### src/rtl/qoi_pkg.sv
// Shared QOI channel package: byte size constant and the 0-means-full byte count decoder.
package qoi_pkg;

    localparam int unsigned QOI_BYTE = 32'd8;

    // Decode a byte count where 0 stands for a full bus of 'width' bits.
    function automatic int unsigned qoi_nbytes(input int unsigned bytes, input int unsigned width);
        int unsigned n_s;
        if (bytes == 32'd0) begin
            n_s = width / QOI_BYTE;
        end else begin
            n_s = bytes;
        end
        return n_s;
    endfunction

endpackage

### src/rtl/qoi_regauge.sv
// Byte-stream width converter: repacks IDW-bit partial beats into dense ODW-bit beats.
// Optional macro QOI_REGAUGE_COUNT_EN adds o_frame_bytes (byte total of the last completed frame).
module qoi_regauge
    import qoi_pkg::*;
#(
    parameter int unsigned IDW = 64,
    parameter int unsigned ODW = 32
) (
    input  logic                      i_clk,
    input  logic                      i_reset_n,
    input  logic                      s_valid,
    output logic                      s_ready,
    input  logic [IDW-1:0]            s_data,
    input  logic [$clog2(IDW/8)-1:0]  s_bytes,
    input  logic                      s_last,
    output logic                      m_valid,
    input  logic                      m_ready,
    output logic [ODW-1:0]            m_data,
    output logic [$clog2(ODW/8)-1:0]  m_bytes,
    output logic                      m_last
`ifdef QOI_REGAUGE_COUNT_EN
    ,
    output logic [31:0]               o_frame_bytes
`endif
);

    localparam int unsigned IB  = IDW / QOI_BYTE;
    localparam int unsigned OB  = ODW / QOI_BYTE;
    localparam int unsigned B   = IB + OB;
    localparam int unsigned BW  = B * QOI_BYTE;
    localparam int unsigned FW  = $clog2(B + 1);
    localparam int unsigned MBW = $clog2(OB);

    // Buffer byte 0 sits in the MSBs; bytes at or beyond fill are kept zero.
    logic [BW-1:0]  buf_q, buf_d, shf_buf_s, ext_s;
    logic [FW-1:0]  fill_q, fill_d, shf_fill_s, n_s, popped_s;
    logic           lastp_q, lastp_d, shf_lastp_s;
    logic           m_valid_q, m_valid_d, m_last_q, m_last_d;
    logic [ODW-1:0] m_data_q, m_data_d;
    logic [MBW-1:0] m_bytes_q, m_bytes_d;
    logic [IDW-1:0] mask_s;
    logic           accept_s, pop_s;

    assign s_ready  = !lastp_q && (fill_q <= FW'(OB));
    assign accept_s = s_valid && s_ready;
    assign pop_s    = m_valid_q && m_ready;

    // Pop first, then append accepted bytes at the post-pop fill offset.
    always_comb begin
        n_s      = FW'(qoi_nbytes(32'(s_bytes), IDW));
        mask_s   = ~({IDW{1'b1}} >> (32'(n_s) * QOI_BYTE));
        ext_s    = {s_data & mask_s, {ODW{1'b0}}};
        popped_s = (fill_q >= FW'(OB)) ? FW'(OB) : fill_q;
        if (pop_s) begin
            shf_buf_s = buf_q << ODW;
            if (m_last_q) begin
                shf_fill_s  = FW'(0);
                shf_lastp_s = 1'b0;
            end else begin
                shf_fill_s  = fill_q - popped_s;
                shf_lastp_s = lastp_q;
            end
        end else begin
            shf_buf_s   = buf_q;
            shf_fill_s  = fill_q;
            shf_lastp_s = lastp_q;
        end
        if (accept_s) begin
            buf_d   = shf_buf_s | (ext_s >> (32'(shf_fill_s) * QOI_BYTE));
            fill_d  = shf_fill_s + n_s;
            lastp_d = s_last;
        end else begin
            buf_d   = shf_buf_s;
            fill_d  = shf_fill_s;
            lastp_d = shf_lastp_s;
        end
        m_valid_d = (fill_d >= FW'(OB)) || (lastp_d && (fill_d != FW'(0)));
        m_data_d  = buf_d[BW-1 -: ODW];
        m_bytes_d = (fill_d >= FW'(OB)) ? MBW'(0) : MBW'(fill_d);
        m_last_d  = lastp_d && (fill_d <= FW'(OB));
    end

    // Buffer state and registered output beat.
    always_ff @(posedge i_clk or negedge i_reset_n) begin
        if (!i_reset_n) begin
            buf_q     <= {BW{1'b0}};
            fill_q    <= FW'(0);
            lastp_q   <= 1'b0;
            m_valid_q <= 1'b0;
            m_data_q  <= {ODW{1'b0}};
            m_bytes_q <= MBW'(0);
            m_last_q  <= 1'b0;
        end else begin
            buf_q     <= buf_d;
            fill_q    <= fill_d;
            lastp_q   <= lastp_d;
            m_valid_q <= m_valid_d;
            m_data_q  <= m_data_d;
            m_bytes_q <= m_bytes_d;
            m_last_q  <= m_last_d;
        end
    end

    assign m_valid = m_valid_q;
    assign m_data  = m_data_q;
    assign m_bytes = m_bytes_q;
    assign m_last  = m_last_q;

`ifdef QOI_REGAUGE_COUNT_EN
    logic [31:0] run_cnt_q, run_cnt_d, frame_bytes_q, frame_bytes_d;

    // Running byte count latched into the frame total when the last beat pops.
    always_comb begin
        if (pop_s && m_last_q) begin
            run_cnt_d     = 32'd0;
            frame_bytes_d = run_cnt_q;
        end else if (accept_s) begin
            run_cnt_d     = run_cnt_q + 32'(n_s);
            frame_bytes_d = frame_bytes_q;
        end else begin
            run_cnt_d     = run_cnt_q;
            frame_bytes_d = frame_bytes_q;
        end
    end

    // Frame byte counter registers.
    always_ff @(posedge i_clk or negedge i_reset_n) begin
        if (!i_reset_n) begin
            run_cnt_q     <= 32'd0;
            frame_bytes_q <= 32'd0;
        end else begin
            run_cnt_q     <= run_cnt_d;
            frame_bytes_q <= frame_bytes_d;
        end
    end

    assign o_frame_bytes = frame_bytes_q;
`endif

endmodule

### config.mk
export PLATFORM = sky130hd
export DESIGN_NAME = qoi_regauge
export DESIGN_NICKNAME = d
export VERILOG_FILES = /design/src/rtl/qoi_pkg.sv /design/src/rtl/qoi_regauge.sv
export SDC_FILE = /design/constraint.sdc
export NUM_CORES = 1
export LEC_CHECK = 0
export CAP_MARGIN = 5
export CORE_MARGIN = 2
export CORE_UTILIZATION = 30
export CTS_CLUSTER_DIAMETER = 120
export DETAILED_ROUTE_END_ITERATION = 16
export PLACE_DENSITY_LB_ADDON = 0.3
export RECOVER_POWER = 50
export SETUP_SLACK_MARGIN = 0.1
export SYNTH_ARGS = -nofsm -noshare
export SYNTH_HDL_FRONTEND = slang
export SYNTH_SLANG_ARGS = --single-unit
### constraint.sdc
create_clock -name i_clk -period 2.75 [get_ports i_clk]
set_input_delay 0.4125 -clock i_clk [delete_from_list [all_inputs] [get_ports i_clk]]
set_output_delay 0.4125 -clock i_clk [all_outputs]
set_load 0.02 [all_outputs]
== Word-level counts from Yosys, hierarchy flattened ==
Cells that the tools add are included.
Word-level totals
  bits of input ports: 72
  register bits after elaboration: 137
  output and inout bits: 37
  word-level logic and storage cells: 38
Cells by class
  bitwise gates (word level): 3
  add/subtract/negate cells: 2
  order comparisons: 4
  multiplexer cells: 11
  reduce and logical (&&, ||, !) cells: 9
  shifts and indexed selects: 2
Operator list (number)
  2-to-1 mux 96 bit: 2
  OR 96 bit: 1
  right shift 96 x 7 -> 96 bit: 1
  bitwise AND 64 bit: 1
  inverter 64 bit: 1
  right shift 64 x 7 -> 64 bit, first input constant: 1
  2-to-1 mux 4 bit: 5
  greater-or-equal comparator 4 x 3 -> 1 bit, second input constant: 2
  less-or-equal comparator 4 x 3 -> 1 bit, second input constant: 2
  logical AND 1 bit: 5
  adder 4 bit: 1
  nonzero test 4 bit: 1
  subtractor 4 bit: 1
  logical NOT 3 bit: 1
  2-to-1 mux 1 bit: 3
  2-to-1 mux 2 bit: 1
  logical NOT 1 bit: 1
  logical OR 1 bit: 1

== Logic depth before layout (Yosys ltp) ==
Gate-level depths: netlist of the first run.
  word-level depth: 10
  mapped depth: 15
  mapped depth without buffers: 12

== Least setup slack after synthesis of the first run ==
OpenSTA, ideal clock, no wires.
  path type: reg2reg
  start: register fill_q[3]
  end: register m_valid_q, in the netlist m_valid
  stages on the path, launching flop included: 16
  setup time: 0.118 ns
  arrival: 2.916 ns
  required time: 2.632 ns
  path slack: -0.284 ns
  buffers on the path: 3
  cells stage by stage: dfrtp_1 > buf_2 > o21ai_0 > ha_1 > and4b_4 > nor2_4 > inv_4 > buf_4 > buf_2 > ha_1 > a21o_1 > a21oi_1 > xnor2_1 > nor3_1 > o21ai_1 > a21o_1
On the way
  longest elaborated chain between the ends: 10
Ends and longest elaborated chain
  from (decl): line qoi_regauge.sv:36  | logic [FW-1:0] fill_q, fill_d, shf_fill_s, n_s, popped_s;
  from (signal assigned): line qoi_regauge.sv:95  | fill_q <= fill_d;
  branches (longest 9 deep; another with greater-or-equal comparator 4 x 3 -> 1 bit)
  logical OR 1 bit *: line qoi_regauge.sv:77  | m_valid_d = (fill_d >= FW'(OB)) || (lastp_d && (fill_d != FW'(0)));
  named net m_valid_d: line qoi_regauge.sv:38  | logic m_valid_q, m_valid_d, m_last_q, m_last_d;
  to (signal assigned): line qoi_regauge.sv:97  | m_valid_q <= m_valid_d;
  to (decl): line qoi_regauge.sv:38
Mark *: on every way through the listed nets, which the timed path passes.

== Final worst setup path of the first run ==
  start: register fill_q[2]
  end: register buf_q[29]
On the way
  longest elaborated chain between the ends: 8
Ends and longest elaborated chain
  greater-or-equal comparator 4 x 3 -> 1 bit: line qoi_regauge.sv:53  | popped_s = (fill_q >= FW'(OB)) ? FW'(OB) : fill_q;
  2-to-1 mux 4 bit: line qoi_regauge.sv:53
  subtractor 4 bit: line qoi_regauge.sv:60  | shf_fill_s = fill_q - popped_s;
  2-to-1 mux 4 bit: line qoi_regauge.sv:56  | if (m_last_q) begin
  2-to-1 mux 4 bit: line qoi_regauge.sv:54  | if (pop_s) begin
  right shift 96 x 7 -> 96 bit: line qoi_regauge.sv:69  | buf_d = shf_buf_s | (ext_s >> (32'(shf_fill_s) * QOI_BYTE));
  OR 96 bit: line qoi_regauge.sv:69
  2-to-1 mux 96 bit *: line qoi_regauge.sv:68  | if (accept_s) begin
  named net buf_d[29]: line qoi_regauge.sv:35  | logic [BW-1:0] buf_q, buf_d, shf_buf_s, ext_s;
  to (signal assigned): line qoi_regauge.sv:86  | buf_q <= {BW{1'b0}};
  to (signal assigned): line qoi_regauge.sv:94  | buf_q <= buf_d;
  to (decl): line qoi_regauge.sv:35
Mark *: on every way through the listed nets, which the timed path passes. The rest lies on a longest branch.

==> reports/metrics.cfg, run 1 <==
[outcome]
status = complete, no violations

[detailed_routing]
met1_length_um = 12590
wl_um = 26570
drtIter0Drc = 805
wl_met3_um = 1916
ant_nets = 0
vias = 6946
firstDrtPassIters = 6
wl_met2_um = 11400
drc = 0
top_layer_used = met4
vias_per_cell = 5.652
wl_per_cell_um = 21.62

[pwr]
p_per_area_mw_per_mm2 = 1116
finalPower_w = 0.01002
ir_drop_mv = 0.6798
power.leakage_nw = 3.729

[global_route]
antenna_found_initial = 0
grt_pass1_vias = 6554
grt_max_degree = 84
grt_first_pass_wirelength_um = 40490
gr-total-overflow = 0
grt_usage_pct = 21.62

[placed_design]
hpwl_um = 19880
placed_area_mm2 = 0.008693
pre_cts_slack_ns = -0.01167
port_buffers = 108
place_congestion = 0.9236
place_inst = 1213

[synth]
synth_nets = 888
postSynthAreaPerCell_um2 = 8.723
yosysSeqAreaShare_pct = 37.19
synth_seq_cells = 105
ys_warn_count = 0
synthArstFlopShare_pct = 100.0
synth-main-ff-cell = dfrtp_1
synth_cells = 810
synth_edf_count = 0
synth.distinct_cells = 76
synth_area_mm2 = 0.007066

[floorplanning]
die_width_um = 157.5
die_height_um = 157.5
rows = 56
initial_utilization_pct = 30.37
die_area_mm2 = 0.02480
io_pins = 109
core-area_mm2 = 0.02326

[layout]
layout.cells.non_filler = 1229
postLayoutCellArea_mm2 = 0.008979
synthToLayoutAreaGrowth_pct = 27.08
fin_nets = 984
fin_util_pct = 38.60
diodes = 0
drive_gt1_share_pct = 14.07

[critical_path]
required_ns = 3.00
slowest_stage = dfrtp_1
crit_chain = o21ai_2 > ha_1 > and4b_4 > nor2_4 > inv_4 > buf_12 > a32o_1 > mux2i_2 > o21ai_0 > a221o_1
worstSetupPathType = register to register
cp_max_fo = 22
cp-start-kind = register
critPathArrivalTime_ns = 2.80
cp-end-kind = register
max_stage_delay_ns = 0.39

[clocking]
tritoncts = yes
cts_buffers = 9
cts_root_buf = clkbuf_16
clkTransAtPathRegs_ns = 0.08
clock_latency_ns = 0.36
cts_sinks = 105
htreeDepth = 3
cts.path.max_buffers = 2
hold_buffers = 0

[timing]
hold_viol = 0
fin_ws_ns = 0.1959
slew_viol_final = 0
period_share_pct = 92.88
fin_skew_ns = 0.006715
post-route-min-period_ns = 2.554
timing.fmax_mhz = 391.5
tightest_slew_ns = 1.316
finalSetupViolations = 0
slew_headroom_pct = 12.26
rsz0062_at_grt = no

[worst_hold_path]
hold_path.class = primary input to async pin

[flow_run]
drv_cap = 0

metal layers:
metal | track usage [%] | vias up
li1 | - | 3196
met1 | 32.56 | 3370
met2 | 32.04 | 339
met3 | 2.671 | 41
met4 | 6.667 | 0
met5 | 0 | -
synth_stat cells (15+ instances only):
library cell	count	share of area (%)
buf_4	43	4.6
o21ai_0	63	4.5
o221ai_1	20	2.5
nor2_1	99	5.3
dfrtp_1	105	37
o22ai_1	24	2.1
nand2_1	71	3.8
a21oi_1	31	2.2
mux2i_1	43	6.1
o211ai_1	15	1.6
clkbuf_1	28	1.5
nand3_1	20	1.4
buf_2	25	1.8
registers in the layout (all words and copies together) (netlist names):
register,count
m_bytes,2
m_data,31
m_valid,1
buf_q,65
m_last,1
lastp_q,1
fill_q,4
kinds of logic after synthesis:
| kind of cell | Yosys count | synth area share, % |
|---|---|---|
| buf+inv | 108 | 8.713 |
| other cells | 2 | 0.1063 |
| xor+xnor | 3 | 0.3719 |
| mux | 44 | 6.251 |
| simple gates | 274 | 19.37 |
| fa+ha+maj | 6 | 1.169 |
| compound gates | 268 | 26.83 |
| flops | 105 | 37.19 |
path summary, 6_finish.rpt:
check / startpoint / endpoint / slack (ns) / depth (start not counted)
setup / recovery: fill_q[2] / buf_q[29] / 0.20 / 10
hold / removal: i_reset_n / lastp_q / 0.03 / 1
setup reg to reg: fill_q[2] / buf_q[29] / 0.20 / 10
hold reg to reg: buf_q[5] / buf_q[5] / 0.48 / 2
max in group asynchronous: i_reset_n / buf_q[32] / 1.12 / 2
min in group i_clk: buf_q[5] / buf_q[5] / 0.48 / 2
layout by cell type (no fill, tap or decap), types with 10 or more instances in the layout:
| master | netlist | layout |
|---|---|---|
| a21oi_1 | 31 | 30 |
| a221o_1 | 12 | 12 |
| a221oi_1 | 12 | 12 |
| a32o_1 | 13 | 13 |
| buf_4 | 43 | 68 |
| clkdlybuf4s50_1 | 0 | 89 |
| dfrtp_1 | 105 | 103 |
| dlygate4sd3_1 | 0 | 18 |
| mux2i_1 | 43 | 42 |
| nand2_1 | 71 | 71 |
| nand3_1 | 20 | 20 |
| nand4_1 | 13 | 13 |
| nor2_1 | 99 | 99 |
| nor3_1 | 11 | 10 |
| o211ai_1 | 15 | 15 |
| o21ai_0 | 63 | 60 |
| o221ai_1 | 20 | 20 |
| o22ai_1 | 24 | 24 |
worst max-delay path: cells and delay by family, from the launching register on:
family | cells | cell delay [ns]
muxes | 1 | 0.22
DFF | 1 | 0.39
buffers and inverters | 2 | 0.23
adders and majority gates | 1 | 0.26
AOI/OAI and AO/OA | 4 | 0.94
and+or+nand+nor | 2 | 0.38
report_power, final:
| part | leakage (nW) | switching [W] | internal (W) |
|---|---|---|---|
| Clock | 0.128 | 0.000626 | 0.000638 |
| Combinational | 2.26 | 0.00368 | 0.00251 |
| Sequential | 1.34 | 0.000416 | 0.00215 |
| Total | 3.73 | 0.00472 | 0.00530 |
through the flow:
step,TNS (ns),hold slack [ns]
global route,0,0.06568
floorplan,0,0.1169
CTS,0,0.06067
global placement,-0.0002740,0.4499
detailed placement,-0.02387,0.4512
finish,0,0.02863
timing repair:
action | in CTS | in global routing
gates resized for setup | 0 | 7
setup endpoints to repair | 0 | 11
setup buffers | 0 | 1
final cells by class:
cell class,count,area (µm²)
Tap cell,319,399.1
Inverter,8,32.53
Sequential cell,105,2630
Clock inverter,4,28.78
Clock buffer,11,242.7
Multi-Input combinational cell,597,3895
Fill cell,2404,14280
Timing Repair Buffer,185,1750
Power figures use the tool's default switching activity.
==> run 2, diff against run 1 <==
--- a/config.mk
+++ b/config.mk
@@ -8,7 +8,6 @@
 export CAP_MARGIN = 5
 export CORE_MARGIN = 2
 export CORE_UTILIZATION = 30
-export CTS_CLUSTER_DIAMETER = 120
 export DETAILED_ROUTE_END_ITERATION = 16
 export PLACE_DENSITY_LB_ADDON = 0.3
 export RECOVER_POWER = 50
==> results of run 2 <==
Same layout as run 1: the final DEF is identical, and so are final timing and power.
